**src/rtl/kanagawa_fifo_write_arbiter.sv**
```systemverilog
// Round-robin, packet-locked arbiter sharing one FIFO write port among NUM_REQ producers.
// Write strobe and data are registered; almost_full throttles, full drops the beat and flags overflow.
module kanagawa_fifo_write_arbiter #(
  parameter int NUM_REQ  = 4,
  parameter int WIDTH    = 64,
  parameter int ID_WIDTH = $clog2(NUM_REQ)
) (
  input  logic                     clk,
  input  logic                     rst,
  input  logic [NUM_REQ-1:0]       req_valid,
  input  logic [NUM_REQ*WIDTH-1:0] req_data,
  input  logic [NUM_REQ-1:0]       req_last,
  output logic [NUM_REQ-1:0]       req_ready,
  output logic                     fifo_wrreq,
  output logic [WIDTH-1:0]         fifo_data,
  input  logic                     fifo_almost_full,
  input  logic                     fifo_full,
  output logic [ID_WIDTH-1:0]      grant_id,
  output logic                     busy,
  output logic                     overflow_err
);

  // Handshake: a beat from requester i transfers on a rising clk edge where
  // req_valid[i] & req_ready[i]; only the lock owner ever sees ready.
  typedef enum logic {ST_IDLE = 1'b0, ST_LOCKED = 1'b1} state_t;

  state_t              state_q, state_d;
  logic [ID_WIDTH-1:0] rr_ptr_q, rr_ptr_d;
  logic [ID_WIDTH-1:0] grant_q, grant_d;
  logic                wr_q, wr_d;
  logic [WIDTH-1:0]    data_q, data_d;
  logic                ovf_q, ovf_d;

  logic [ID_WIDTH-1:0] winner;
  logic                any_valid;
  logic                owner_valid;
  logic                owner_last;
  logic [WIDTH-1:0]    owner_data;
  logic                accept;
  int                  idx;

  // Descending scan so the lowest offset from rr_ptr is the final assignment.
  always_comb begin
    winner    = '0;
    any_valid = 1'b0;
    idx       = 0;
    for (int i = NUM_REQ - 1; i >= 0; i--) begin
      idx = int'(rr_ptr_q) + i;
      if (idx >= NUM_REQ) idx = idx - NUM_REQ;
      if (req_valid[idx]) begin
        winner    = ID_WIDTH'(idx);
        any_valid = 1'b1;
      end
    end
  end

  assign owner_valid = req_valid[grant_q];
  assign owner_last  = req_last[grant_q];
  assign owner_data  = req_data[int'(grant_q)*WIDTH +: WIDTH];

  always_comb begin
    req_ready = '0;
    if (!rst && (state_q == ST_LOCKED) && !fifo_almost_full) req_ready[grant_q] = 1'b1;
  end

  assign accept = (state_q == ST_LOCKED) && owner_valid && !fifo_almost_full && !rst;

  always_comb begin
    state_d  = state_q;
    rr_ptr_d = rr_ptr_q;
    grant_d  = grant_q;
    wr_d     = accept;
    data_d   = data_q;
    ovf_d    = ovf_q | (wr_q & fifo_full);
    case (state_q)
      ST_IDLE: begin
        if (any_valid) begin
          state_d = ST_LOCKED;
          grant_d = winner;
        end
      end
      ST_LOCKED: begin
        if (accept) begin
          data_d = owner_data;
          if (owner_last) begin
            state_d  = ST_IDLE;
            rr_ptr_d = (grant_q == ID_WIDTH'(NUM_REQ - 1)) ? '0 : grant_q + 1'b1;
          end
        end
      end
      default: state_d = ST_IDLE;
    endcase
  end

  always_ff @(posedge clk) begin
    if (rst) begin
      state_q  <= ST_IDLE;
      rr_ptr_q <= '0;
      grant_q  <= '0;
      wr_q     <= 1'b0;
      data_q   <= '0;
      ovf_q    <= 1'b0;
    end else begin
      state_q  <= state_d;
      rr_ptr_q <= rr_ptr_d;
      grant_q  <= grant_d;
      wr_q     <= wr_d;
      data_q   <= data_d;
      ovf_q    <= ovf_d;
    end
  end

  // A pending write that meets fifo_full is dropped rather than overrunning the FIFO.
  assign fifo_wrreq   = wr_q & ~fifo_full;
  assign fifo_data    = data_q;
  assign grant_id     = grant_q;
  assign busy         = (state_q == ST_LOCKED);
  assign overflow_err = ovf_q;

endmodule

```
**config.mk**
```make
export PLATFORM = sky130hd
export DESIGN_NAME = kanagawa_fifo_write_arbiter
export DESIGN_NICKNAME = d
export VERILOG_FILES = /design/src/rtl/kanagawa_fifo_write_arbiter.sv
export SDC_FILE = /design/constraint.sdc
export NUM_CORES = 1
export LEC_CHECK = 0
export CAP_MARGIN = 20
export CORE_AREA = 2 2 134 136
export DETAILED_ROUTE_END_ITERATION = 16
export DIE_AREA = 0 0 136 138
export HOLD_SLACK_MARGIN = 0.06
export PLACE_DENSITY = 0.63
export SETUP_SLACK_MARGIN = 0.2
export SLEW_MARGIN = 0
export SYNTH_ARGS = -nofsm -noshare
export SYNTH_HDL_FRONTEND = slang
export SYNTH_SLANG_ARGS = --single-unit
export TNS_END_PERCENT = 20
```
**constraint.sdc**
```tcl
create_clock -name clk -period 2.7 [get_ports clk]
set_clock_uncertainty 0.2 [all_clocks]
set_input_delay 0.81 -clock clk [delete_from_list [all_inputs] [get_ports clk]]
set_output_delay 0.81 -clock clk [all_outputs]
set_load 0.01 [all_outputs]
```
======== Word-level counts from Yosys, hierarchy flattened ========
Cells that the tools add are included.
operators by class
  add/sub/neg operators ................... 8
  order comparisons ....................... 10
  equal/unequal tests ..................... 1
  shift-type cells ........................ 1
  multiplexer cells ....................... 36
  bitwise gates (word level) .............. 5
  reductions and logical operators ........ 11
operators by type and width
  cell                                                                    number
  256-bit by 9-bit variable part select with 64-bit output                1
  32-bit by 4-bit < comparator with 1-bit output (second input constant)  4
  32-bit two-way mux                                                      4
  1-bit two-way mux                                                       18
  1-bit binary-select mux with 2-bit select                               6
  3-bit by 3-bit subtractor with 4-bit output (second input constant)     3
  2-bit two-way mux                                                       5
  3-bit >= comparator (second input constant)                             3
  2-bit by 2-bit adder with 3-bit output (second input constant)          2
  1-bit logical AND                                                       6
  4-bit two-way mux                                                       1
  2-bit AND reduction                                                     2
  2-bit by 3-bit subtractor with 4-bit output (second input constant)     1
  2-bit by 1-bit adder with 3-bit output (second input constant)          1
  2-bit by 3-bit >= comparator with 1-bit output (second input constant)  1
  2-bit by 3-bit < comparator with 1-bit output (second input constant)   1
  3-bit AND reduction                                                     1
  2-bit by 1-bit adder with 2-bit output (second input constant)          1
  1-bit AND                                                               2
  1-bit demux with 2-bit select                                           1
  2-bit equality test (second input constant)                             1
  2-bit by 1-bit >= comparator with 1-bit output (second input constant)  1
  1-bit zero test                                                         2
  1-bit NOT                                                               2
  other kinds (2)                                                         2
storage, ports and cells
  register bits ........................... 71
  input bits .............................. 268
  output and inout bits ................... 73
  logic and storage cells ................. 78

======== Depth between registers and ports, before layout ========
Gate-level depths: netlist (run 1).
  depth in word-level cells ............... 12
  gate-level depth with buffers ........... 8
  mapped depth without buffers ............ 5

======== Worst setup path after synthesis (run 1) ========
OpenSTA, ideal clock, no wires.
  kind .................................... input to output
  from .................................... input rst
  to ...................................... output req_ready[0]
  arrival ................................. 1.468 ns
  slack ................................... 0.222 ns
  cell stages on the path ................. 3
  buffers on the path ..................... 1
  cells stage by stage .................... clkbuf_1 > nor3b_2 > and2_1
on the way
  cells in the longest elaborated chain, start to end .. 4
ends and longest elaborated chain
  element                         line  RTL
  start, declared                 9     input logic rst,
  1-bit zero test                 63    if (!rst && (state_q == ST_LOCKED) && !fifo_almost_full) req_ready[grant_q] = 1'b1;
  1-bit logical AND (2 in a row)  63
  4-bit two-way mux               63
  end, declared                   13    output logic [NUM_REQ-1:0] req_ready,
No other way between the ends.

======== Final worst setup path (run 1) ========
  from .................................... input fifo_full
  to ...................................... output fifo_wrreq
on the way
  cells in the longest elaborated chain, start to end .. 2
ends and longest elaborated chain
  element          line  RTL
  start, declared  17    input logic fifo_full,
  1-bit NOT        114   assign fifo_wrreq = wr_q & ~fifo_full;
  1-bit AND        114
  end, declared    14    output logic fifo_wrreq,
No other way between the ends.

==> summary.md, run 1 <==
The source of the worst hold timing path was fifo_data[30]. The largest delay contributor family on the critical path was buffers and inverters. After detailed routing, the average wire length per cell comes to 16.7 um. Total buffers and inverters traversed by the critical path: 2. The library cells used most frequently in the layout, excluding fill and tap cells, are clkdlybuf4s50_1, nand2_1, dfxtp_1. Horizontal extent of the die: 136 um. The clock-pin slew of the registers on the worst-case setup and hold paths is 60 ps. The utilization after layout is 48.8%, and the number of global-route vias before repair is 4847. The library cell used most frequently in the layout, excluding fill and tap cells, is clkdlybuf4s50_1. The share of the yosys chip area belonging to registers was 30.4%; the unique cell type count in the Yosys netlist was 30. The run gives 27.2% as the combinational cell fraction of total power. The tools report the initial antenna violation count as 0. The top flip-flop cell by instance count after synthesis is dfxtp_1. In the final design database the tool counted 1016 nets. The tools report the startpoint of the worst register-to-register path as grant_id[1]. The number of setup buffers added after CTS is 0, and the port buffer count is 340. 0 antenna diodes ended up in the layout. The floorplan has 49 rows. Final hold analysis gives a worst-case slack of 257 ps. The worst hold path belongs to the class flop to flop.

The total number of vias is 4518, and the final number of hold-violating endpoints is 0. The later pin in the worst-skew pair is clocked with a latency of 330 ps. The number of placed instances, taps included, is 962. The length in cells of the worst reg-to-reg path came out at 5. TritonCTS built the clock tree.

Fill cells in the final layout number 1615. The count of nets left with antenna violations once routing finished came out at 0. For the finished layout, the period the worst path requires is 2480 ps.

The tools report the startpoint type of the worst setup path as a primary input. The async set-or-reset flop fraction in the synthesized netlist was 0%. The count of warnings emitted by yosys was 0. The first TritonRoute pass finished after 4 iterations. The slowest stage of the critical path belongs to the cell clkdlybuf4s50_1. Counting instances, the worst hold path has a depth of 2. The total internal power was 2.39 mW; the net switching power was 720 uW. In this run the power density over the cells is 363 mW/mm2.

In this run the critical register-to-register path is captured at rr_ptr_q[0]. For this block, the routed nets add up to 16.3 mm of wire. The worst pin sits at a relative slew slack of 50.4%.

Setup repair after global routing could not meet its margin everywhere. Counting every net in the synthesized netlist gives 684. Prior to clock tree synthesis, the placed netlist has a worst setup slack of -528 ps. Timing would allow up to 404 MHz.

The number of hold buffers added after CTS was 0. In this run, the clock network consumes 37.5% of the power. The clock tree synthesis step divided the H-tree into 3 levels. In the routed design, unresolved DRC markers number 0. After detailed routing, the number of vias per cell comes to 4.63. For this design, the sink count on the clock tree is 71.

Setup slack on the critical path of the routed design comes to 222 ps. The max-capacitance violation count was 0. The tools report the relative contribution of sequential cells to total power as 35.3%.

The root buffer selected by CTS was clkbuf_16. The longest individual stage delay on the worst path is 420 ps. The tools report the wire length of the first global-routing pass as 25.7 mm. The region available for standard cell placement spans 0.0175 mm2.

After legalization and detailed placement, the total HPWL measured 13.1 mm. Of the total power, the share spent switching nets is 23.2%. The final cell count without fillers came out at 976. Setup violations remaining at the end of the flow were counted as 0. In this run the cell area of the synthesized design comes to 0.00468 mm2. The mean instance size in the synthesized netlist works out to 11.4 um2. The signal on the critical path passes through clkdlybuf4s50_1 -> nor2b_1 -> buf_2. Counting flops with a built-in enable in the synthesized netlist gives 0. The tools report the number of I/O pins as 341. The worst setup path is captured at a primary output. STA puts the critical path data arrival time at 1470 ps.

The congestion estimate from routability-driven global placement came to 0.832. The flip-flop and latch count after synthesis came out at 71. Start-to-end type of the worst setup path: primary input to primary output. Cells with a size suffix above 1 make up 31.6% of the layout. The run finished with clean final reports. The maximum VDD drop is 0.272 mV. The leakage power of the design came out at 2.79 nW. The total overflow left after global routing is 0. The area growth from synthesis to final layout came out at 82.9%.

In this run the vertical extent of the chip is 138 um. The synthesized instance count is 412. The buffer depth of the longest clock path was 2. Total power: 3.11 mW. After the first detailed-routing iteration, the DRC count stood at 143. Pin count of the biggest net entering global routing: 55. For hold timing, the worst endpoint is fifo_data[30]. Across every metal layer, demand over resource in global routing totals 17.5%.

Share of the cycle needed by the critical path after routing: 91.8%. In this run the worst path has a maximum fanout of 2. For flop-to-flop paths, the worst setup slack is 480 ps.

Data on the critical path is required at its endpoint by 1690 ps. The floorplan die area is 0.0188 mm2, and the transition at the pin with the smallest max-transition slack is 744 ps. For the number of pins exceeding their max-slew limit in the final report, the log shows 0. Once the floorplan was initialized, standard cells occupied 26.7% of the core. TritonCTS created 9 clock buffers.
==> per-stage QoR <==
step / area, um2 / setup TNS (ps)
after floorplan: 4680 / 0
after global placement: 8250 / -2270
after detailed placement: 8250 / -2360
after CTS: 8540 / 0
after global routing: 8560 / 0
final: 8560 / 0
==> registers in the layout (all words and copies together) (netlist names) <==
name,count
wr_q,1
rr_ptr_q,2
busy,1
fifo_data,64
overflow_err,1
grant_id,2
==> power by group through the flow <==
stage / Sequential (mW) / Combinational, mW / Clock, mW
after floorplan: 1.13 / 0.344 / 0
after global placement: 1.12 / 0.842 / 0
after detailed placement: 1.12 / 0.851 / 0
after CTS: 1.10 / 0.856 / 1.21
after global routing: 1.10 / 0.907 / 1.26
final: 1.10 / 0.846 / 1.16
==> cells by family (layout without fill, tap and decap cells) <==
group           after synthesis  in the layout  share of synthesized area [%]
simple gates                153            153                           16.4
mux                          67             67                           32.0
buf+inv                      42            377                           7.19
flops                        71             71                           30.4
fa+ha+maj                     4              4                           1.07
compound gates               75             75                           13.0
==> worst min-delay path, cell delays in order (launching register included) <==
cell     delay, ps
dfxtp_1        310
nand2_2         60
a21oi_2         40
==> timing repair <==
action                     4_1_cts  5_1_grt
pin swaps                        2        4
resized for setup               28        9
setup endpoints to repair        6       44
==> cell usage after synthesis (2+ instances only) <==
cell type,instances,area (um2)
buf_2,7,35.0
ha_1,4,50.1
clkbuf_4,2,15.0
dfxtp_1,71,1420
buf_4,3,22.5
inv_1,3,11.3
nor2_1,5,18.8
buf_12,7,140
nand2_1,73,274
buf_1,2,7.51
mux4_2,66,1490
clkbuf_1,12,45.0
nand3_1,2,10.0
and2_1,4,25.0
buf_6,5,56.3
a21oi_2,60,526
a21oi_1,13,65.1
nand2_2,61,382
==> worst max path at each step <==
stage	startpoint	endpoint	slack, ps	cells past startpoint
2_1_floorplan	rst	req_ready[0]	220	3
3_3_place_gp	fifo_almost_full	req_ready[3]	-520	5
3_5_place_dp	fifo_almost_full	req_ready[3]	-530	5
4_1_cts	fifo_almost_full	req_ready[2]	130	5
5_1_grt	rst	req_ready[0]	180	5
6_report	fifo_full	fifo_wrreq	220	3
==> final cells by class <==
cell class | count | area, um2 | share of cell area (%)
Clock inverter | 4 | 47.5 | 0.555
Inverter | 4 | 15.0 | 0.175
Timing Repair Buffer | 359 | 3610 | 42.1
Multi-Input combinational cell | 299 | 2940 | 34.3
Clock buffer | 10 | 239 | 2.79
Sequential cell | 71 | 1430 | 16.7
Tap cell | 229 | 287 | 3.35
==> layer usage <==
metal / track usage (%) / vias to the layer above / share of wire, %
li1: - / 2153 / -
met1: 20.0 / 2133 / 38
met2: 30.9 / 207 / 51
met3: 4.55 / 25 / 7.8
met4: 6.85 / 0 / 2.6
met5: 0 / - / 0
Power figures use the tool's default switching activity.
==> run 2, diff against run 1 <==
--- a/config.mk
+++ b/config.mk
@@ -11,6 +11,7 @@
 export DIE_AREA = 0 0 136 138
 export HOLD_SLACK_MARGIN = 0.06
 export PLACE_DENSITY = 0.63
+export RECOVER_POWER = 100
 export SETUP_SLACK_MARGIN = 0.2
 export SLEW_MARGIN = 0
 export SYNTH_ARGS = -nofsm -noshare
==> summary.md, run 2 (synthesized netlist as in run 1, its figures left out) <==
The run gives 976 (unchanged) as the final cell count without fillers. The maximum VDD drop came out at 0.271 mV (-0.10%). The residual overflow from global routing was 0 (unchanged). The number of cell rows was 49 (unchanged). The run finished with clean final reports.

The via density per instance was 4.63 (about the same); the routing usage on met2 was 30.9% (unchanged). The logs give 4521 (+0.066%) for the total number of vias and 48.1% (-0.76 points) for the utilization after layout. Detailed-route wire length per cell: 16.8 um (+0.14%). The area growth from synthesis to final layout was 80.1%.

The starting density of the core is 26.7% (unchanged). Setup repair after global routing could not meet its margin everywhere. The tools report the antenna cell count as 0 (unchanged). Start-to-end type of the worst setup path: primary input to primary output. The post-detailed-route DRC marker count was 0 (unchanged); the number of clock sinks was 71 (unchanged).

Number of I/O pins: 341 (unchanged). The worst hold path cell count was 2 (unchanged). STA classifies the critical path endpoint as a primary output. The initial antenna violation count was 0 (unchanged); the total number of H-tree levels was 3 (unchanged). The cell total after placement was 962 (unchanged). Number of DRC markers in iteration 0: 157 (+9.8%). The detailed-routing iteration count for the pre-antenna-repair pass is 4 (unchanged). The maximum net fanout on the critical path came out at 5 (+3). For the final setup violation count, the log shows 0 (unchanged). Flop-to-flop setup slack: 290 ps (-190 ps).

The flip-flop count of the largest register after layout came out at 64 (unchanged). The met1 routing resource usage after global routing came out at 20.0% (unchanged). The logs give 4.55% (unchanged) for the routing usage on met3 and 4847 (unchanged) for the number of global-route vias before repair.

Clock-pin slew of the registers on the worst-case setup and hold paths: 60 ps (about the same). The root buffer selected by CTS is clkbuf_16. The horizontal extent of the die was 136 um (unchanged); the area taken by multi-input logic gates was 0.00282 mm2 (-4.0%). For the insertion delay of the later-clocked pin in the worst-skew pair, the log shows 330 ps (about the same). For the estimated wirelength of the detail-placed design, the log shows 13.1 mm (unchanged). The share of the cycle needed by the critical path after routing was 93.5% (+1.8 points). The leading cell type in the layout, fill and taps excluded was clkdlybuf4s50_1.

The wire length of the first global-routing pass was 25.7 mm (unchanged); the highest clock frequency the design can meet was 396 MHz (-1.9%). For the weighted congestion reported at the end of routability-driven placement, the log shows 0.832 (unchanged). The total routed wirelength is 16.3 mm (+0.14%), and the endpoint required time on the critical path is 1690 ps (about the same). In this run the worst hold path is classified as flop to flop.

The data arrival time of the critical path was 1520 ps (+50 ps); the setup slack of the critical path after layout was 174 ps (-47.9 ps). STA classifies the critical path startpoint as a primary input. The buffer depth of the longest clock path was 2 (unchanged). The run gives 0.0175 mm2 (unchanged) as the core box area. The logs give 55 (unchanged) for the pin count of the biggest net entering global routing and 17.5% (unchanged) for the overall global routing resource usage. The tools report the worst-case headroom to the max-slew limit as 39.0% (-11 points). For the number of nets still failing antenna checks after routing, the log shows 0 (unchanged). The ratio of total power to cell area was 366 mW/mm2 (+0.85%). The run gives 3.09 mW (-0.72%) as the total power.

The length in cells of the worst reg-to-reg path was 6 (+1). TritonCTS built the clock tree. The area of all sequential standard cells was 0.00143 mm2 (unchanged); the pre-CTS setup slack was -528 ps (unchanged). After global routing, the most crowded layer is met2. For the max-capacitance violation count, the log shows 0 (unchanged). The logs give 3.01 nW (+7.8%) for the leakage power of the design and 0 (unchanged) for the number of pins exceeding their max-slew limit in the final report. The fraction of final layout cells with drive strength greater than 1 was 27.0% (-4.6 points). The final net count is 1016 (unchanged), and the transition at the pin with the smallest max-transition slack is 916 ps (+172 ps). The tools report the filler cell count as 1651 (+2.2%).

In the layout the commonest cells are clkdlybuf4s50_1, nand2_1, dfxtp_1. The vertical die dimension came out at 138 um (unchanged). The floorplan die area is 0.0188 mm2 (unchanged), and the final number of hold-violating endpoints is 0 (unchanged). The port buffer count was 340 (unchanged); the total CTS buffers was 9 (unchanged). The final period demand of the worst path came out at 2530 ps (+47.9 ps).
[run 2: cell count changes in the layout (fill, tap and decap cells not counted), sizes merged]
| cell | change |
|---|---|
| buf | -4 |
| clkbuf | +4 |
| clkdlybuf4s50 | -68 |
| dlygate4sd3 | +68 |
[run 2: cell type report]
class / count / area share [%]
inverter: 4 / 0.178
sequential: 71 / 17.0
timing repair buffer: 359 / 42.6
tap: 229 / 3.40
clock inverter: 4 / 0.564
multi-input combinational: 299 / 33.4
clock buffer: 10 / 2.84
[run 2: timing repair]
item,in CTS,in global routing
resized for setup,28,9
setup endpoints to repair,6,44
hold buffers,0,0
buffers inserted,0,0
pin swaps,2,4
[run 2: final timing paths]
| check | startpoint | to |
|---|---|---|
| worst max register to register | grant_id[0] | fifo_data[32] |
| worst max-delay path | rst | req_ready[3] |
| worst min register to register | fifo_data[59] | fifo_data[59] |
| worst min-delay path | fifo_data[59] | fifo_data[59] |
[run 2: power by group]
| group | leakage (nW) | switching (mW) | internal (mW) | total, mW |
|---|---|---|---|---|
| logic | 2.29 | 0.251 | 0.573 | 0.824 |
| clock network | 0.140 | 0.439 | 0.726 | 1.17 |
| registers | 0.576 | 0.0216 | 1.07 | 1.10 |
| total | 3.01 | 0.712 | 2.37 | 3.09 |
[run 2: layer usage]
metal / routed length (um) / share of wire (%) / vias up
met5: 0 / 0 / -
met4: 452 / 2.8 / 0
met3: 1330 / 8.1 / 27
met2: 8500 / 52 / 213
met1: 6070 / 37 / 2131
li1: - / - / 2150
[run 2: per-stage QoR]
stage / instance area, um2 / hold WS, ps / setup TNS (ps)
after CTS: 8540 / 258 / 0
after floorplan: 4680 / 249 / 0
final: 8430 / 256 / 0
after global routing: 8430 / 267 / 0
after global placement: 8250 / 248 / -2270
after detailed placement: 8250 / 249 / -2360
[run 2: critical path, cell delays in order]
cell     delay (ps)
buf_8           100
nor3b_1         190
buf_4           170
and2_4          140
buf_6            90
